File: src/rtl/j_ldarb_pkg.sv
// Shared types and constants for the Jerry load-enable arbiter.
// Optional bus-turnaround state is selected by J_LDARB_HOLDOFF_EN.
package j_ldarb_pkg;

    localparam int unsigned NREQ_DEF = 3;
    localparam int unsigned NREG_DEF = 8;
    localparam int unsigned AW_DEF   = 3;
    localparam int unsigned DW_DEF   = 16;

    // Widest register bank the address decoder can serve.
    localparam int unsigned LD_MAXW  = 64;

`ifdef J_LDARB_HOLDOFF_EN
    typedef enum logic [1:0] {
        IDLE = 2'b00,
        LOAD = 2'b01,
        HOLD = 2'b10
    } state_e;
`else
    typedef enum logic {
        IDLE = 1'b0,
        LOAD = 1'b1
    } state_e;
`endif

    // One-hot register select; all-zero when the address is outside the bank.
    function automatic logic [LD_MAXW-1:0] onehot_dec(input logic [31:0] a,
                                                      input int unsigned nreg);
        logic [LD_MAXW-1:0] v;
        v = '0;
        if ((a < nreg) && (a < LD_MAXW)) begin
            v[a[5:0]] = 1'b1;
        end
        return v;
    endfunction

endpackage

File: src/rtl/j_ldarb_rrpick.sv
// Combinational round-robin picker: first set request at or after ptr, wrapping.
module j_rrpick
    import j_ldarb_pkg::*;
#(
    parameter int unsigned NREQ = NREQ_DEF,
    parameter int unsigned PW   = (NREQ > 1) ? $clog2(NREQ) : 1
) (
    input  logic [NREQ-1:0] req,
    input  logic [PW-1:0]   ptr,
    output logic            any_c,
    output logic [PW-1:0]   win_c
);

    always_comb begin
        int unsigned idx;
        idx   = 0;
        any_c = 1'b0;
        win_c = '0;
        for (int unsigned k = 0; k < NREQ; k++) begin
            idx = (32'(ptr) + k) % NREQ;
            if (!any_c && req[PW'(idx)]) begin
                any_c = 1'b1;
                win_c = PW'(idx);
            end
        end
    end

endmodule

File: src/rtl/j_ldarb.sv
// Round-robin arbiter and load sequencer for Jerry's load-enable register bank.
// Define J_LDARB_HOLDOFF_EN to insert a one-cycle HOLD turnaround after every load.
module j_ldarb
    import j_ldarb_pkg::*;
#(
    parameter int unsigned NREQ = NREQ_DEF,
    parameter int unsigned NREG = NREG_DEF,
    parameter int unsigned AW   = AW_DEF,
    parameter int unsigned DW   = DW_DEF
) (
    input  logic                 sys_clk,
    input  logic                 resetl,
    input  logic [NREQ-1:0]      req,
    input  logic [NREQ*AW-1:0]   addr,
    input  logic [NREQ*DW-1:0]   data,
    output logic [NREQ-1:0]      gnt,
    output logic [NREG-1:0]      ld,
    output logic [DW-1:0]        ld_data,
    output logic                 busy,
    output logic                 err
);

    localparam int unsigned PW = (NREQ > 1) ? $clog2(NREQ) : 1;

    state_e          state_q;
    state_e          state_d;
    logic [PW-1:0]   ptr_q;
    logic [PW-1:0]   ptr_d;
    logic [NREQ-1:0] gnt_d;
    logic [NREG-1:0] ld_d;
    logic [DW-1:0]   ld_data_d;
    logic            busy_d;
    logic            err_d;
    logic            grant;

    logic [NREQ-1:0] pick_req;
    logic            pick_any;
    logic [PW-1:0]   pick_win;

    logic [AW-1:0]   addr_a [NREQ];
    logic [DW-1:0]   data_a [NREQ];
    logic [AW-1:0]   win_addr;
    logic [DW-1:0]   win_data;
    logic            win_oor;

    always_comb begin
        for (int unsigned i = 0; i < NREQ; i++) begin
            addr_a[i] = addr[i*AW +: AW];
            data_a[i] = data[i*DW +: DW];
        end
    end

    // The requester being granted right now still holds req for this cycle.
    assign pick_req = (state_q == LOAD) ? (req & ~gnt) : req;

    j_rrpick #(
        .NREQ (NREQ),
        .PW   (PW)
    ) u_pick (
        .req   (pick_req),
        .ptr   (ptr_q),
        .any_c (pick_any),
        .win_c (pick_win)
    );

    assign win_addr = addr_a[pick_win];
    assign win_data = data_a[pick_win];
    assign win_oor  = (32'(win_addr) >= NREG);

    // Next state and next registered outputs.
    always_comb begin
        state_d   = state_q;
        ptr_d     = ptr_q;
        gnt_d     = '0;
        ld_d      = '0;
        ld_data_d = '0;
        err_d     = err;
        grant     = 1'b0;

        case (state_q)
            IDLE: begin
                grant   = pick_any;
                state_d = pick_any ? LOAD : IDLE;
            end
`ifdef J_LDARB_HOLDOFF_EN
            LOAD: begin
                state_d = HOLD;
            end
            HOLD: begin
                grant   = pick_any;
                state_d = pick_any ? LOAD : IDLE;
            end
`else
            LOAD: begin
                grant   = pick_any;
                state_d = pick_any ? LOAD : IDLE;
            end
`endif
            default: begin
                state_d = IDLE;
            end
        endcase

        if (grant) begin
            gnt_d[pick_win] = 1'b1;
            ld_d            = NREG'(onehot_dec(32'(win_addr), NREG));
            ld_data_d       = win_oor ? '0 : win_data;
            err_d           = err | win_oor;
            ptr_d           = (pick_win == PW'(NREQ - 1)) ? '0 : (pick_win + PW'(1));
        end

        busy_d = (state_d != IDLE);
    end

    always_ff @(posedge sys_clk or negedge resetl) begin
        if (!resetl) begin
            state_q <= IDLE;
            ptr_q   <= '0;
            gnt     <= '0;
            ld      <= '0;
            ld_data <= '0;
            busy    <= 1'b0;
            err     <= 1'b0;
        end else begin
            state_q <= state_d;
            ptr_q   <= ptr_d;
            gnt     <= gnt_d;
            ld      <= ld_d;
            ld_data <= ld_data_d;
            busy    <= busy_d;
            err     <= err_d;
        end
    end

endmodule

File: config.mk
export PLATFORM = sky130hd
export DESIGN_NAME = j_ldarb
export DESIGN_NICKNAME = d
export VERILOG_FILES = /design/src/rtl/j_ldarb_pkg.sv /design/src/rtl/j_ldarb_rrpick.sv /design/src/rtl/j_ldarb.sv
export SDC_FILE = /design/constraint.sdc
export NUM_CORES = 1
export LEC_CHECK = 0
export ABC_AREA = 1
export CAP_MARGIN = 20
export CORE_MARGIN = 2
export CORE_UTILIZATION = 65
export DETAILED_ROUTE_END_ITERATION = 8
export DONT_BUFFER_PORTS = 1
export GPL_TIMING_DRIVEN = 0
export PLACE_DENSITY = 0.81
export SLEW_MARGIN = 10
export SYNTH_ARGS = -nofsm -noshare
export SYNTH_HDL_FRONTEND = slang
export SYNTH_SLANG_ARGS = --single-unit
File: constraint.sdc
create_clock -name sys_clk -period 4.55 [get_ports sys_clk]
set_input_delay 0.6825 -clock sys_clk [delete_from_list [all_inputs] [get_ports sys_clk]]
set_output_delay 0.6825 -clock sys_clk [all_outputs]
set_load 0.01 [all_outputs]
==> impl_summary.md <==
STA
The final number of max-transition violations is 0. The final-report hold violation count was 0. The final period demand of the worst path is ~2.3 ns. Setup violations remaining at the end of the flow were counted as 0. The highest achievable clock rate is around 430 MHz. The worst slack on hold paths is 0.0371 ns. The final clock skew is 0.0101 ns. Setup repair after global routing left no endpoint under its margin. Of the available clock period, the critical path in the final layout requires 0.515. The setup TNS after final layout is 0 ns.

Global route
The initial antenna violation count came to 0. The number of global-route vias before repair is between 1,000 and 1,500. The first global-routing pass estimated a little under 6000 um of wire.

In the global route stage, overall resource usage came out at 0.287. Entering global routing, the biggest net connects 31 pins. The total overflow reported by the global router is 0.

Detailed routing
The routed wire length is 3720 um. The number of search-and-repair iterations in the first detailed-routing pass is 4. The detailed router finished its first iteration with 22 violations.

In this run the remaining antenna-violating nets after routing total 0. In the routed design, unresolved DRC markers number 0. After detailed routing, the average wire length per cell comes to about 15 um. The via count of the routed design is 1,450.

After detailed routing, the number of vias per cell comes to slightly below 6.

Critical path
The number of buffer and inverter instances along the worst setup path is 3. On the worst path, the slowest cell contributes a delay of approximately 0.37 ns. By startpoint and endpoint, the worst setup path is classified as reg -> reg. Grouping stages by cell kind, the critical path spends the most delay in simple AND/OR/NAND/NOR gates. The required time at the worst-slack endpoint is roughly 4.8 ns.

The category of the worst setup path capture point is a flop. For this design, the slowest cell found on the critical path is sky130_fd_sc_hd__dfrtp_1. The cell type with the highest occurrence count on the critical path is sky130_fd_sc_hd__nand2_1. Along the worst path, the maximum fanout reaches 10. Traced cell by cell, the critical path runs through inv_1, ha_1, inv_2, nand3_2, nand2_1, nand2_1, nand2_1, nand3_1, nand3_1, buf_2, nand2_1, nand2_1, nand2_1, nor2_1. At the worst endpoint, the arrival time is between 2 and 3 ns. The worst setup path is launched from a flop.

Cells and area
0 antenna diodes ended up in the layout. The filler-free cell count of the finished design is 245. In the final design database the tool counted 278 nets. The fraction of final layout cells with drive strength greater than 1 is 0.149.

The final cell utilization of the core is 0.715. The signed area change from the synthesized netlist to the final layout is 7.24%. The total non-filler cell area in the finished layout is 1720 um^2.

Synth
The area share of the largest cell type after synthesis is 0.467. The post-synthesis instance area is ~1600 um^2. The most area-hungry cell type in the Yosys netlist is sky130_fd_sc_hd__dfrtp_1. The share of the synthesized area in compound gates (AO/OA/AOI/OAI) is 0.0226. The yosys synthesis warning count is 0. The multiplexer share of the synthesized area is 0.

The cell count after synthesis came out at 207. By area the synthesized netlist is led by sky130_fd_sc_hd__dfrtp_1, sky130_fd_sc_hd__nand2_1, sky130_fd_sc_hd__nand3_1, sky130_fd_sc_hd__nor2_1, sky130_fd_sc_hd__nand3_2. Of the total synthesized cell area, the portion taken by XOR and XNOR cells is 0. The share of synthesized cell area in and, or, nand and nor gates is 0.434.

Dividing the synthesized area by the synthesized cell count gives 7.77 um^2. The net count after synthesis is ~270. The dominant combinational cell family by area after synthesis is simple AND/OR/NAND/NOR gates. The number of register bits inferred by synthesis is 30.

The sequential area share after synthesis is 0.467. The adder and majority cell fraction of the synthesized area is 0.0156. The netlist uses 26 different library cells.

Floorplanning
The floorplan has 18 rows. The area of the die is approximately 2900 um^2. The vertical die dimension is approximately 54 um. The area of the core is about 2400 um^2. The die is around 54 um wide. The effective utilization at floorplan is 0.667. For this design the top-level I/O count stands at 91.

Placement
The placer congestion estimate is between 0.7 and 0.8. In this run, placement finished with an instance count of around 240. Buffers placed on the I/O ports in this run total 0. Summed over all nets, the half-perimeter wirelength after detailed placement is 2890 um. After detailed placement, the total cell area comes to roughly 1600 um^2.

Pwr
Summed over all cells, the static leakage comes to a little over 0.9 nW. The areal power density over the cells is around 1100 nW/um^2. The maximum resistive drop on vdd is 0.752 mV.

Clock tree
TritonCTS built the clock tree. The clock-pin slew reported for the worst setup and hold paths after clock tree synthesis is approximately 0.10 ns. The worst-case clock buffer depth is 2. The number of levels the H-tree was split into is 2. The clock tree root buffer cell is sky130_fd_sc_hd__clkbuf_4.

For this design, the sink count on the clock tree is 30. The TritonCTS buffer count is 5. After clock tree synthesis, the repair step resized 0 gates. Buffers inserted to repair hold after CTS numbered 0. The clock reaches the later pin of the worst-skew pair after around 0.32 ns.

The number of post-CTS setup repair buffers is 0.

Status
The flow ran to the end, and the final reports show no timing, DRC or antenna violations.

Job
Max-cap violations in this run came to 0.

Min path
The worst hold path belongs to the class in -> async.
## area by class of cell
type | count | area, um^2
Buffer | 6 | 46.3
Sequential cell | 30 | 751
Tap cell | 30 | 37.5
Inverter | 12 | 47.5
Multi-Input combinational cell | 159 | 763
Clock buffer | 8 | 78.8
Fill cell | 189 | 686
## path summary, 6_finish.rpt
| path | start | endpoint | slack [ns] | cells after the start |
|---|---|---|---|---|
| max | ptr_q[0]$_DFFE_PN0P_ | ld[2]$_DFF_PN0_ | 2.21 | 14 |
| min | resetl | ld_data[1]$_DFF_PN0_ | 0.04 | 0 |
| max reg2reg | ptr_q[0]$_DFFE_PN0P_ | ld[2]$_DFF_PN0_ | 2.21 | 14 |
| min reg2reg | ptr_q[1]$_DFFE_PN0P_ | ptr_q[1]$_DFFE_PN0P_ | 0.58 | 2 |
| max in group asynchronous | resetl | ld_data[6]$_DFF_PN0_ | 4.42 | 0 |
| min in group sys_clk | data[33] | ld_data[1]$_DFF_PN0_ | 0.47 | 2 |
## cells by family (layout without fill, tap and decap cells)
| family | Yosys count | in the layout |
|---|---|---|
| flip-flops | 30 | 30 |
| adder cells (fa/ha/maj) | 2 | 2 |
| buffers and inverters | 18 | 26 |
| AO/OA/AOI/OAI | 6 | 6 |
| AND/OR/NAND/NOR | 150 | 150 |
| other | 1 | 1 |
## flip-flops by register name, summed over array words and instances (netlist names)
| register | count |
|---|---|
| ld_data | 16 |
| ptr_q | 2 |
| gnt | 3 |
| ld | 8 |
| state_q | 1 |
## metal layers
metal	track usage	vias up	wire length, um
met5	0	-	0
li1	-	675	-
met4	0.145	0	91
met1	0.291	691	1290
met2	0.504	72	2040
met3	0.117	12	299
## placed cells by master (no fill, tap or decap), types with 2 or more instances in the layout
| cell | n |
|---|---|
| sky130_fd_sc_hd__nand2_1 | 87 |
| sky130_fd_sc_hd__buf_6 | 2 |
| sky130_fd_sc_hd__inv_2 | 2 |
| sky130_fd_sc_hd__inv_1 | 9 |
| sky130_fd_sc_hd__a21oi_1 | 3 |
| sky130_fd_sc_hd__nand3_2 | 4 |
| sky130_fd_sc_hd__nand4_2 | 2 |
| sky130_fd_sc_hd__nand2_2 | 4 |
| sky130_fd_sc_hd__nand3_1 | 33 |
| sky130_fd_sc_hd__clkbuf_8 | 3 |
| sky130_fd_sc_hd__dfrtp_1 | 30 |
| sky130_fd_sc_hd__ha_1 | 2 |
| sky130_fd_sc_hd__nor2_1 | 12 |
| sky130_fd_sc_hd__clkbuf_4 | 5 |
| sky130_fd_sc_hd__nand2_4 | 2 |
| sky130_fd_sc_hd__buf_4 | 2 |
| sky130_fd_sc_hd__nor2_4 | 2 |
## power by group
part | leakage (nW) | internal [mW] | switching (mW)
clock | 0.0446 | 0.106 | 0.0893
combinational | 0.487 | 0.402 | 0.810
sequential | 0.377 | 0.400 | 0.101
total | 0.909 | 0.907 | 1.00
## synthesized netlist by cell type (all sizes together)
cell / number
o21bai: 1
clkbuf: 1
inv: 12
dfrtp: 30
and2: 1
o21ai: 1
a21oi: 4
ha: 2
conb: 1
nand3: 37
nor2: 15
nand3b: 1
buf: 5
nand2: 93
nand4: 3
## stage by stage
| step | total power [mW] | setup slack (ns) |
|---|---|---|
| final | 1.91 | 2.21 |
| after global routing | 2.10 | 2.01 |
| after CTS | 1.91 | 2.22 |
| after detailed placement | 1.71 | 2.26 |
| after global placement | 1.62 | 2.42 |
| after floorplan | 1.45 | 2.60 |
Note: power is estimated with default switching activity, not from simulation.
